--- config.mk ---
export PLATFORM = sky130hd
export DESIGN_NAME = apb_i2c_fifo
export DESIGN_NICKNAME = d
export VERILOG_FILES = /design/src/rtl/apb_i2c_fifo.sv
export SDC_FILE = /design/constraint.sdc
export NUM_CORES = 1
export LEC_CHECK = 0
export CORE_MARGIN = 3
export CORE_UTILIZATION = 45
export DETAILED_ROUTE_END_ITERATION = 7
export HOLD_SLACK_MARGIN = 0.06
export PLACE_DENSITY = 0.63
export SLEW_MARGIN = 10
export SYNTH_ARGS = -nofsm -noshare
export SYNTH_HDL_FRONTEND = slang
export SYNTH_SLANG_ARGS = --single-unit
--- constraint.sdc ---
create_clock -name PCLK -period 3.9 [get_ports PCLK]
set_clock_uncertainty 0.15 [all_clocks]
set_input_delay 0.975 -clock PCLK [delete_from_list [all_inputs] [get_ports PCLK]]
set_output_delay 0.975 -clock PCLK [all_outputs]
set_load 0.05 [all_outputs]
--- src/rtl/apb_i2c_fifo.sv ---
// apb_i2c_fifo
// Synchronous first-word-fall-through FIFO used on both the TX and RX sides
// of the APB I2C bridge. The head word is presented combinationally on
// RD_DATA so the APB slave can return it in the same cycle that pops it.
//
// Strobe semantics (applies to both sides): WR_EN and RD_EN are level
// strobes sampled on every rising PCLK edge; each high cycle is one push or
// pop attempt. A push is accepted when the FIFO is not full, or when it is
// full and a pop happens in the same cycle. A pop is accepted whenever the
// FIFO is not empty. Rejected attempts leave storage and pointers untouched
// and set the matching sticky error flag instead.
module apb_i2c_fifo #(
    parameter int DWIDTH = 32,
    parameter int DEPTH  = 16
) (
    input  logic                        PCLK,
    input  logic                        PRESET,
    input  logic                        WR_EN,
    input  logic [DWIDTH-1:0]           WR_DATA,
    input  logic                        RD_EN,
    output logic [DWIDTH-1:0]           RD_DATA,
    output logic                        FULL,
    output logic                        EMPTY,
    output logic                        ALMOST_FULL,
    output logic [$clog2(DEPTH):0]      COUNT,
    output logic                        OVERFLOW,
    output logic                        UNDERFLOW,
    input  logic                        ERR_CLR
);

    // Pointer width follows the depth; it is not meant to be overridden.
    localparam int AW = $clog2(DEPTH);

    localparam logic [AW:0] DEPTH_CNT    = (AW+1)'(DEPTH);
    localparam logic [AW:0] ALMOST_LEVEL = (AW+1)'(DEPTH - 1);

    logic [DWIDTH-1:0] mem [DEPTH];
    logic [AW-1:0]     wp;
    logic [AW-1:0]     rp;
    logic [AW:0]       count_q;
    logic              overflow_q;
    logic              underflow_q;

    logic              full_w;
    logic              empty_w;
    logic              push_ok;
    logic              pop_ok;
    logic              ovf_evt;
    logic              unf_evt;

    // Status decoded from the registered count only, never from the strobes.
    always_comb begin
        full_w      = (count_q == DEPTH_CNT);
        empty_w     = (count_q == '0);
        FULL        = full_w;
        EMPTY       = empty_w;
        ALMOST_FULL = (count_q >= ALMOST_LEVEL);
        COUNT       = count_q;
        OVERFLOW    = overflow_q;
        UNDERFLOW   = underflow_q;
    end

    // Accept/reject decisions for this cycle's strobes.
    always_comb begin
        // A pop while full frees a slot in the same edge, so the push may proceed.
        push_ok = WR_EN && (!full_w || RD_EN);
        pop_ok  = RD_EN && !empty_w;
        ovf_evt = WR_EN && full_w && !RD_EN;
        // On an empty FIFO the pop is rejected even if a push lands this edge.
        unf_evt = RD_EN && empty_w;
    end

    // Storage write; contents are never reset, and the reset cycle writes nothing.
    always_ff @(posedge PCLK) begin
        if (!PRESET && push_ok) begin
            mem[wp] <= WR_DATA;
        end
    end

    // Pointers and occupancy.
    always_ff @(posedge PCLK) begin
        if (PRESET) begin
            wp      <= '0;
            rp      <= '0;
            count_q <= '0;
        end else begin
            if (push_ok) begin
                wp <= wp + 1'b1;
            end
            if (pop_ok) begin
                rp <= rp + 1'b1;
            end
            if (push_ok && !pop_ok) begin
                count_q <= count_q + 1'b1;
            end else if (pop_ok && !push_ok) begin
                count_q <= count_q - 1'b1;
            end
        end
    end

    // Sticky error flags; a new event in the clearing cycle wins over the clear.
    always_ff @(posedge PCLK) begin
        if (PRESET) begin
            overflow_q  <= 1'b0;
            underflow_q <= 1'b0;
        end else begin
            overflow_q  <= ovf_evt || (overflow_q  && !ERR_CLR);
            underflow_q <= unf_evt || (underflow_q && !ERR_CLR);
        end
    end

    // First-word-fall-through head; forced to zero when nothing is stored.
    always_comb begin
        RD_DATA = '0;
        if (!empty_w) begin
            RD_DATA = mem[rp];
        end
    end

endmodule

==> results.md, run 1 <==
* Run status: finished clean
* Wire length per cell at 26.7 um
* Seq cells post-synth at 531
* Detailed-route DRC error count at 0
* Filler cells at 3378
* First-pass GRT wire length at 65.3 mm
* Placed wire-length estimate after detailed placement at 23.4 mm
* Total global routing overflow at 0
* Share of total power in the clock network at 31.5%
* Final cell count without fillers at 1678
* Highest net fanout along the worst path at 8
* First DRT Iteration DRCs at 798
* Pin count of the biggest net entering global routing at 37
* Register area at 15800 um2
* Die area at 48100 um2
* Sequential share of the synthesized area at 77.0%
* Vias per cell at 5.73
* Io pins at 79
* Total Nets Final at 1093
* Worst Setup End Kind: output port
* Sequential power share at 42.3%
* Ranking of synthesized cells by area: sky130_fd_sc_hd__edfxtp_1, sky130_fd_sc_hd__mux4_2, sky130_fd_sc_hd__dfxtp_1
* Die Wd at 219 um
* Vias post-DR at 9614
* Number of clock buffers inserted by TritonCTS at 54
* CTS tree: yes
* Core Box Area at 44600 um2
* Synth Area per Inst at 22.7 um2
* Achievable clock frequency at 260 MHz
* Number of endpoints failing setup at the final stage at 0
* Logic gate share of total power at 26.2%
* Crit-path slowest cell: sky130_fd_sc_hd__or4_4
* Actual slew at the worst max-slew pin at 0.677 ns
* Antenna violations before repair at 2
* Signal arrival time at the worst endpoint at 2.72 ns
* Setup repair after global routing missed its margin: true
* # rows at 77
* Initial Util at 45.9%
* Post-route core utilization at 54.5%
* Cell at the root of the clock tree: sky130_fd_sc_hd__clkbuf_16
* Peak supply drop at 0.407 mV
* Global router's overall resource usage at 18.6%
* Number of max-cap violations at 0
* Power per Cell Area at 630 nW/um2
* Share of post-route cells with drive strength above 1 at 32.4%
* Endpoints failing hold at 0
* Clock-pin slew on the worst setup and hold paths at 0.06 ns
* Top cells by instance count after synthesis: sky130_fd_sc_hd__edfxtp_1, sky130_fd_sc_hd__mux4_2, sky130_fd_sc_hd__nor2_1, sky130_fd_sc_hd__mux2_2, sky130_fd_sc_hd__nor2b_1
* Total area of multi-input combinational cells at 4550 um2
* Final wirelength at 44.8 mm
* Share of Yosys cell area claimed by the top area cell type at 75.1%
* CTS H-tree lvls at 2
* Worst path buffer plus inverter count at 3
* Dominant synthesized flop cell: sky130_fd_sc_hd__edfxtp_1
* Number of library cell types mapped by synthesis at 42
* Number of warnings reported in the yosys synthesis log at 0
* PortBufs at 78
* Cell breakdown of the critical path: or4_4 -> o211ai_4 -> buf_12 -> clkbuf_16 -> nor2b_1 -> a221o_1 -> buf_4
* Kind of cell adding the most delay to the critical path: simple AND/OR/NAND/NOR gates
* Cell with the most instances after synthesis: sky130_fd_sc_hd__edfxtp_1
* Library cell occupying the most area in the post-synthesis netlist: sky130_fd_sc_hd__edfxtp_1
* 1st-pass router iterations at 5
* Hold/Removal Path Class: reg -> reg
* Clock latency of the later-clocked register in the worst-skew pair at 0.59 ns
* Post-synthesis instance area at 20500 um2
* Mapped Nets at 947
* Area growth from synthesis to layout at 18.9%
* Fraction of synthesis flops using an asynchronous set or reset pin at 0%
* Net load switching power at 4420 uW
* Max Slew Vio Count at 0
* Cell Count Post-Placement at 1573
* Maximum clock insertion buffer count at 3
* Final TNS setup at 0 ns
* Antenna violation net count after detailed routing at 0
* Standby leakage power at 0.00759 uW
* Via count of the first global-routing pass at 10100
* Critical path type: reg -> out
* Sort of element at the start of the critical path: flop
* Die Ht at 219 um
* Number of enable-type register cells in the synthesized netlist at 512
* Post-synthesis cell count at 900
* Switching power as a share of total power at 28.8%
* Largest stage delay on the critical path at 0.62 ns
* Period minus WS final at 3.85 ns
* Final weighted congestion of routability-driven global placement at 0.719
* Required time of the worst setup path at 2.77 ns
* Max-slew headroom at the worst pin at 54.7%
* Total internal power at 10900 uW
* Number of clock sinks seen by CTS at 531
* Share of the clock period used by the worst path at 98.6%
[sequential cells by signal, indices dropped and copies added, names as in the netlist, named ones only]
register and flops:
wp 4, COUNT 5, rp 4, mem 512, UNDERFLOW 1, OVERFLOW 1
[placed cells by master, fill, tap and decap left out, types with 2 or more instances in the layout]
cell                              synthesis  routed
sky130_fd_sc_hd__a21oi_1                  3       3
sky130_fd_sc_hd__a221o_1                 32      32
sky130_fd_sc_hd__a22oi_1                  2       2
sky130_fd_sc_hd__buf_12                   0      27
sky130_fd_sc_hd__buf_16                   0       3
sky130_fd_sc_hd__buf_4                    1      50
sky130_fd_sc_hd__buf_6                   10       7
sky130_fd_sc_hd__bufinv_16                0       2
sky130_fd_sc_hd__clkbuf_1                11      12
sky130_fd_sc_hd__clkbuf_16                0      59
sky130_fd_sc_hd__clkdlybuf4s50_1          0      46
sky130_fd_sc_hd__clkinv_1                 0      12
sky130_fd_sc_hd__clkinv_2                 0      11
sky130_fd_sc_hd__dfxtp_1                 19      14
sky130_fd_sc_hd__dfxtp_2                  0       2
sky130_fd_sc_hd__dfxtp_4                  0       3
sky130_fd_sc_hd__edfxtp_1               512     512
sky130_fd_sc_hd__ha_1                     9       9
sky130_fd_sc_hd__inv_1                    5       5
sky130_fd_sc_hd__mux2_2                  33      33
sky130_fd_sc_hd__mux2i_1                  3       3
sky130_fd_sc_hd__mux4_2                 128     128
sky130_fd_sc_hd__nand2_1                  6       6
sky130_fd_sc_hd__nor2_1                  37      20
sky130_fd_sc_hd__nor2_4                   0      17
sky130_fd_sc_hd__nor2b_1                 33      33
sky130_fd_sc_hd__o211ai_1                 2       2
sky130_fd_sc_hd__or3_1                    2       2
sky130_fd_sc_hd__xnor2_1                  2       2
sky130_fd_sc_hd__xor2_1                   5       5
[cell families after synthesis]
group           after synthesis  synth area share, %
xor+xnor                      7                0.300
buf+inv                      52                 1.46
compound gates               47                 2.26
fa+ha+maj                    10                0.648
simple gates                 88                 2.25
mux                         165                 16.1
flops                       531                 77.0
[worst register-to-register path: stages, from the launching register on]
cell                       delay [ns]
sky130_fd_sc_hd__dfxtp_2         0.35
sky130_fd_sc_hd__or4_4           0.62
sky130_fd_sc_hd__buf_4           0.20
sky130_fd_sc_hd__o31a_1          0.26
sky130_fd_sc_hd__ha_1            0.22
sky130_fd_sc_hd__inv_1           0.16
sky130_fd_sc_hd__ha_1            0.30
sky130_fd_sc_hd__a21oi_1         0.21
sky130_fd_sc_hd__a211oi_1        0.10
sky130_fd_sc_hd__a31oi_1         0.17
sky130_fd_sc_hd__mux2_2          0.35
[through the flow]
stage | power [uW] | setup slack (ns) | hold WS [ns] | area, um2
after detailed placement | 10600 | 0.388 | 0.372 | 22500
after global placement | 10600 | 0.393 | 0.348 | 22500
after CTS | 15500 | 0.00540 | 0.387 | 24100
after floorplan | 9410 | 0.435 | 0.335 | 20500
after global routing | 15900 | -0.00706 | 0.391 | 24300
final | 15300 | 0.0543 | 0.377 | 24300
[cell type report]
class | count | share of cell area, %
sequential | 531 | 64.8
multi-input combinational | 317 | 18.7
timing repair buffer | 137 | 6.61
clock buffer | 69 | 6.05
tap | 592 | 3.04
clock inverter | 26 | 0.689
inverter | 5 | 0.0772
antenna | 1 | 0.0103
[layer usage]
layer  up-vias  share of wire, %  GRT usage, %
met5         -             0.016             0
met4         2               2.3          5.90
met1      5161                43          25.4
met3        73               5.3          3.30
met2       276                50          30.8
li1       4102                 -             -
[worst paths after layout]
path,depth (start not counted),start,endpoint,slack [ns]
min,2,rp[3]$_SDFFE_PP0P_,rp[3]$_SDFFE_PP0P_,0.38
min reg2reg,2,rp[3]$_SDFFE_PP0P_,rp[3]$_SDFFE_PP0P_,0.38
max reg2reg,10,COUNT[3]$_SDFFE_PP0P_,COUNT[4]$_SDFFE_PP0P_,0.71
max,7,COUNT[3]$_SDFFE_PP0P_,RD_DATA[0],0.05
[power groups by stage]
stage / Sequential [uW] / Clock [uW] / Combinational, uW
2_1_floorplan: 6600 / 0 / 2810
3_3_place_gp: 6630 / 0 / 3950
3_5_place_dp: 6630 / 0 / 3960
4_1_cts: 6500 / 4930 / 4010
5_1_grt: 6500 / 5180 / 4240
6_report: 6490 / 4830 / 4010
[repair_timing]
item | 4_1_cts | 5_1_grt
hold buffers | 0 | 0
buffers inserted | 1 | 5
setup endpoints to repair | 33 | 15
cloned | 0 | 3
resized for setup | 4 | 9
pin swaps | 1 | 2
Note: power is estimated with default switching activity, not from simulation.
==> inputs of run 2 (changes only) <==
--- a/config.mk
+++ b/config.mk
@@ -5,9 +5,9 @@
 export SDC_FILE = /design/constraint.sdc
 export NUM_CORES = 1
 export LEC_CHECK = 0
-export CORE_MARGIN = 3
 export CORE_UTILIZATION = 45
 export DETAILED_ROUTE_END_ITERATION = 7
+export GPL_ROUTABILITY_DRIVEN = 1
 export HOLD_SLACK_MARGIN = 0.06
 export PLACE_DENSITY = 0.63
 export SLEW_MARGIN = 10
==> run 2 against run 1 <==
Compared with the run above: setup slack gained 0.0070 ns; critical endpoint unchanged; critical path depth is the same; worst hold slack gained 0.0067 ns; final area grew 0.43%; die area shrank 3.6%.
==> results.md, run 2 (synthesized netlist as in run 1, its figures left out) <==
* Die area at 46300 um2
* Minimum setup slack after placement at 0.350 ns
* Vias per cell at 5.66
* Total Nets Final at 1107
* Actual slew at the worst max-slew pin at 0.678 ns
* Hold/Removal Path Class: reg -> reg
* Power per Cell Area at 642 nW/um2
* Highest net fanout along the worst path at 11
* Number of clock sinks seen by CTS at 531
* 1st-pass router iterations at 5
* Cell at the root of the clock tree: sky130_fd_sc_hd__clkbuf_16
* Share of the clock period used by the worst path at 98.4%
* Most common library cell in the layout ignoring fill and taps: sky130_fd_sc_hd__edfxtp_1
* Vias post-DR at 9601
* Sort of element at the start of the critical path: flop
* Standby leakage power at 0.00768 uW
* Worst r2r path cells at 12
* Run status: finished clean
* Hold Slack at 0.383 ns
* Commonest cells after routing, fill and taps aside: sky130_fd_sc_hd__edfxtp_1, sky130_fd_sc_hd__mux4_2, sky130_fd_sc_hd__buf_4
* # rows at 77
* Pin count of the biggest net entering global routing at 55
* Maximum clock insertion buffer count at 3
* Critical path type: reg -> out
* Initial Util at 46.0%
* CTS H-tree lvls at 2
* Setup repair after global routing missed its margin: true
* Via count of the first global-routing pass at 9913
* Required time of the worst setup path at 2.77 ns
* Die Ht at 215 um
* Final wirelength at 43.3 mm
* Die Wd at 215 um
* Endpoint of the worst hold path: rp[3]$_SDFFE_PP0P_
* Final cell count without fillers at 1696
* Number of clock buffers inserted by TritonCTS at 54
* Filler cells at 3397
* Worst path setup slack after routing at 0.0613 ns
* Endpoints failing hold at 0
* R2r endpoint: COUNT[4]$_SDFFE_PP0P_
* Detailed-route DRC error count at 0
* Area growth from synthesis to layout at 19.4%
* Register containing the most flip-flops in the final layout: mem
* Max Slew Vio Count at 0
* Clock-pin slew on the worst setup and hold paths at 0.06 ns
* Number of max-cap violations at 0
* Clock latency of the later-clocked register in the worst-skew pair at 0.59 ns
* Antenna violations before repair at 0
* Wire length per cell at 25.5 um
* Final Total Pwr at 15700 uW
* Core Box Area at 44500 um2
* Worst Setup End Kind: output port
* Peak supply drop at 0.402 mV
* Cell Count Post-Placement at 1578
* Antenna violation net count after detailed routing at 0
* Signal arrival time at the worst endpoint at 2.71 ns
* Number of endpoints failing setup at the final stage at 0
* Origin of the worst min-delay path: rp[3]$_SDFFE_PP0P_
* CTS tree: yes
* Final weighted congestion of routability-driven global placement at 0.721
* First-pass GRT wire length at 64.1 mm
* Placed wire-length estimate after detailed placement at 23.5 mm
* Global router's overall resource usage at 18.9%
* Number of stages on the worst hold path at 2
* Flip-flop count of the largest register, all copies and words added at 512
* Total global routing overflow at 0
* PortBufs at 78
* Max-slew headroom at the worst pin at 54.7%
* Achievable clock frequency at 261 MHz
* Period minus WS final at 3.84 ns
* Share of post-route cells with drive strength above 1 at 33.1%
* Io pins at 79
* R2R setup slack at 0.57 ns
* First DRT Iteration DRCs at 821
* Source of the worst register-to-register timing path: COUNT[0]$_SDFFE_PP0P_
[run 2: changes by cell type in the layout (fill, tap and decap cells not counted), sizes merged]
cell / previous run / this run
clkdlybuf4s50: 46 / 45
clkinvlp: 1 / 2
bufinv: 2 / 6
dlymetal6s2s: 0 / 1
clkbuf: 71 / 69
inv: 5 / 8
clkinv: 23 / 20
buf: 89 / 104
[run 2: area by class of cell]
class,instances,area [um2],share of cell area (%)
Clock inverter,31,303,1.24
Multi-Input combinational cell,317,4550,18.6
Sequential cell,531,15800,64.5
Tap cell,592,741,3.03
Inverter,5,18.8,0.0768
Timing Repair Buffer,151,1620,6.62
Clock buffer,68,1430,5.83
Antenna cell,1,2.50,0.0102
[run 2: timing repair]
action                                  in CTS  in global routing
resized for setup                           24                  7
buffers inserted                             6                 10
hold endpoints to repair                     0                  0
hold buffers                                 0                  0
pin swaps                                    2                  5
gates cloned                                 2                  1
endpoints found under the setup margin      33                 25
[run 2: per-stage QoR]
stage	area, um2	TNS (ns)	utilization, %
after global routing	24400	-0.137	54.9
after detailed placement	22400	0	50.3
after CTS	24300	-0.0181	54.6
final	24400	0	54.9
after global placement	22400	0	50.3
after floorplan	20500	0	-
[run 2: worst max-delay path, stage by stage (launching register included)]
cell and delay, ns:
sky130_fd_sc_hd__dfxtp_2 0.31, sky130_fd_sc_hd__or4_4 0.55, sky130_fd_sc_hd__buf_6 0.15, sky130_fd_sc_hd__nor2_8 0.16
sky130_fd_sc_hd__nor3b_4 0.11, sky130_fd_sc_hd__buf_12 0.18, sky130_fd_sc_hd__a221o_1 0.45, sky130_fd_sc_hd__buf_6 0.20
[run 2: report_power, final]
part           switching, uW  total [uW]  internal, uW
clock                   2100        5070          2980
combinational           2310        4170          1860
sequential              68.4        6440          6370
total                   4480       15700         11200
[run 2: worst max-delay path by stage]
stage | start | end | depth (start not counted)
finish | COUNT[0]$_SDFFE_PP0P_ | RD_DATA[0] | 7
global route | flop | RD_DATA[1] | 6
CTS | COUNT[2]$_SDFFE_PP0P_ | RD_DATA[0] | 7
detailed placement | COUNT[2]$_SDFFE_PP0P_ | RD_DATA[0] | 6
global placement | RD_EN | COUNT[4]$_SDFFE_PP0P_ | 9
floorplan | PRESET | mem[0][0]$_DFFE_PP_ | 3
[run 2: metal layers]
| metal | up-vias | part of all wire, % | track usage (%) |
|---|---|---|---|
| li1 | 4135 | - | - |
| met1 | 5145 | 45 | 27.3 |
| met2 | 264 | 49 | 30.2 |
| met3 | 57 | 5.1 | 3.47 |
| met4 | 0 | 1.6 | 4.21 |
| met5 | - | 0 | 0 |
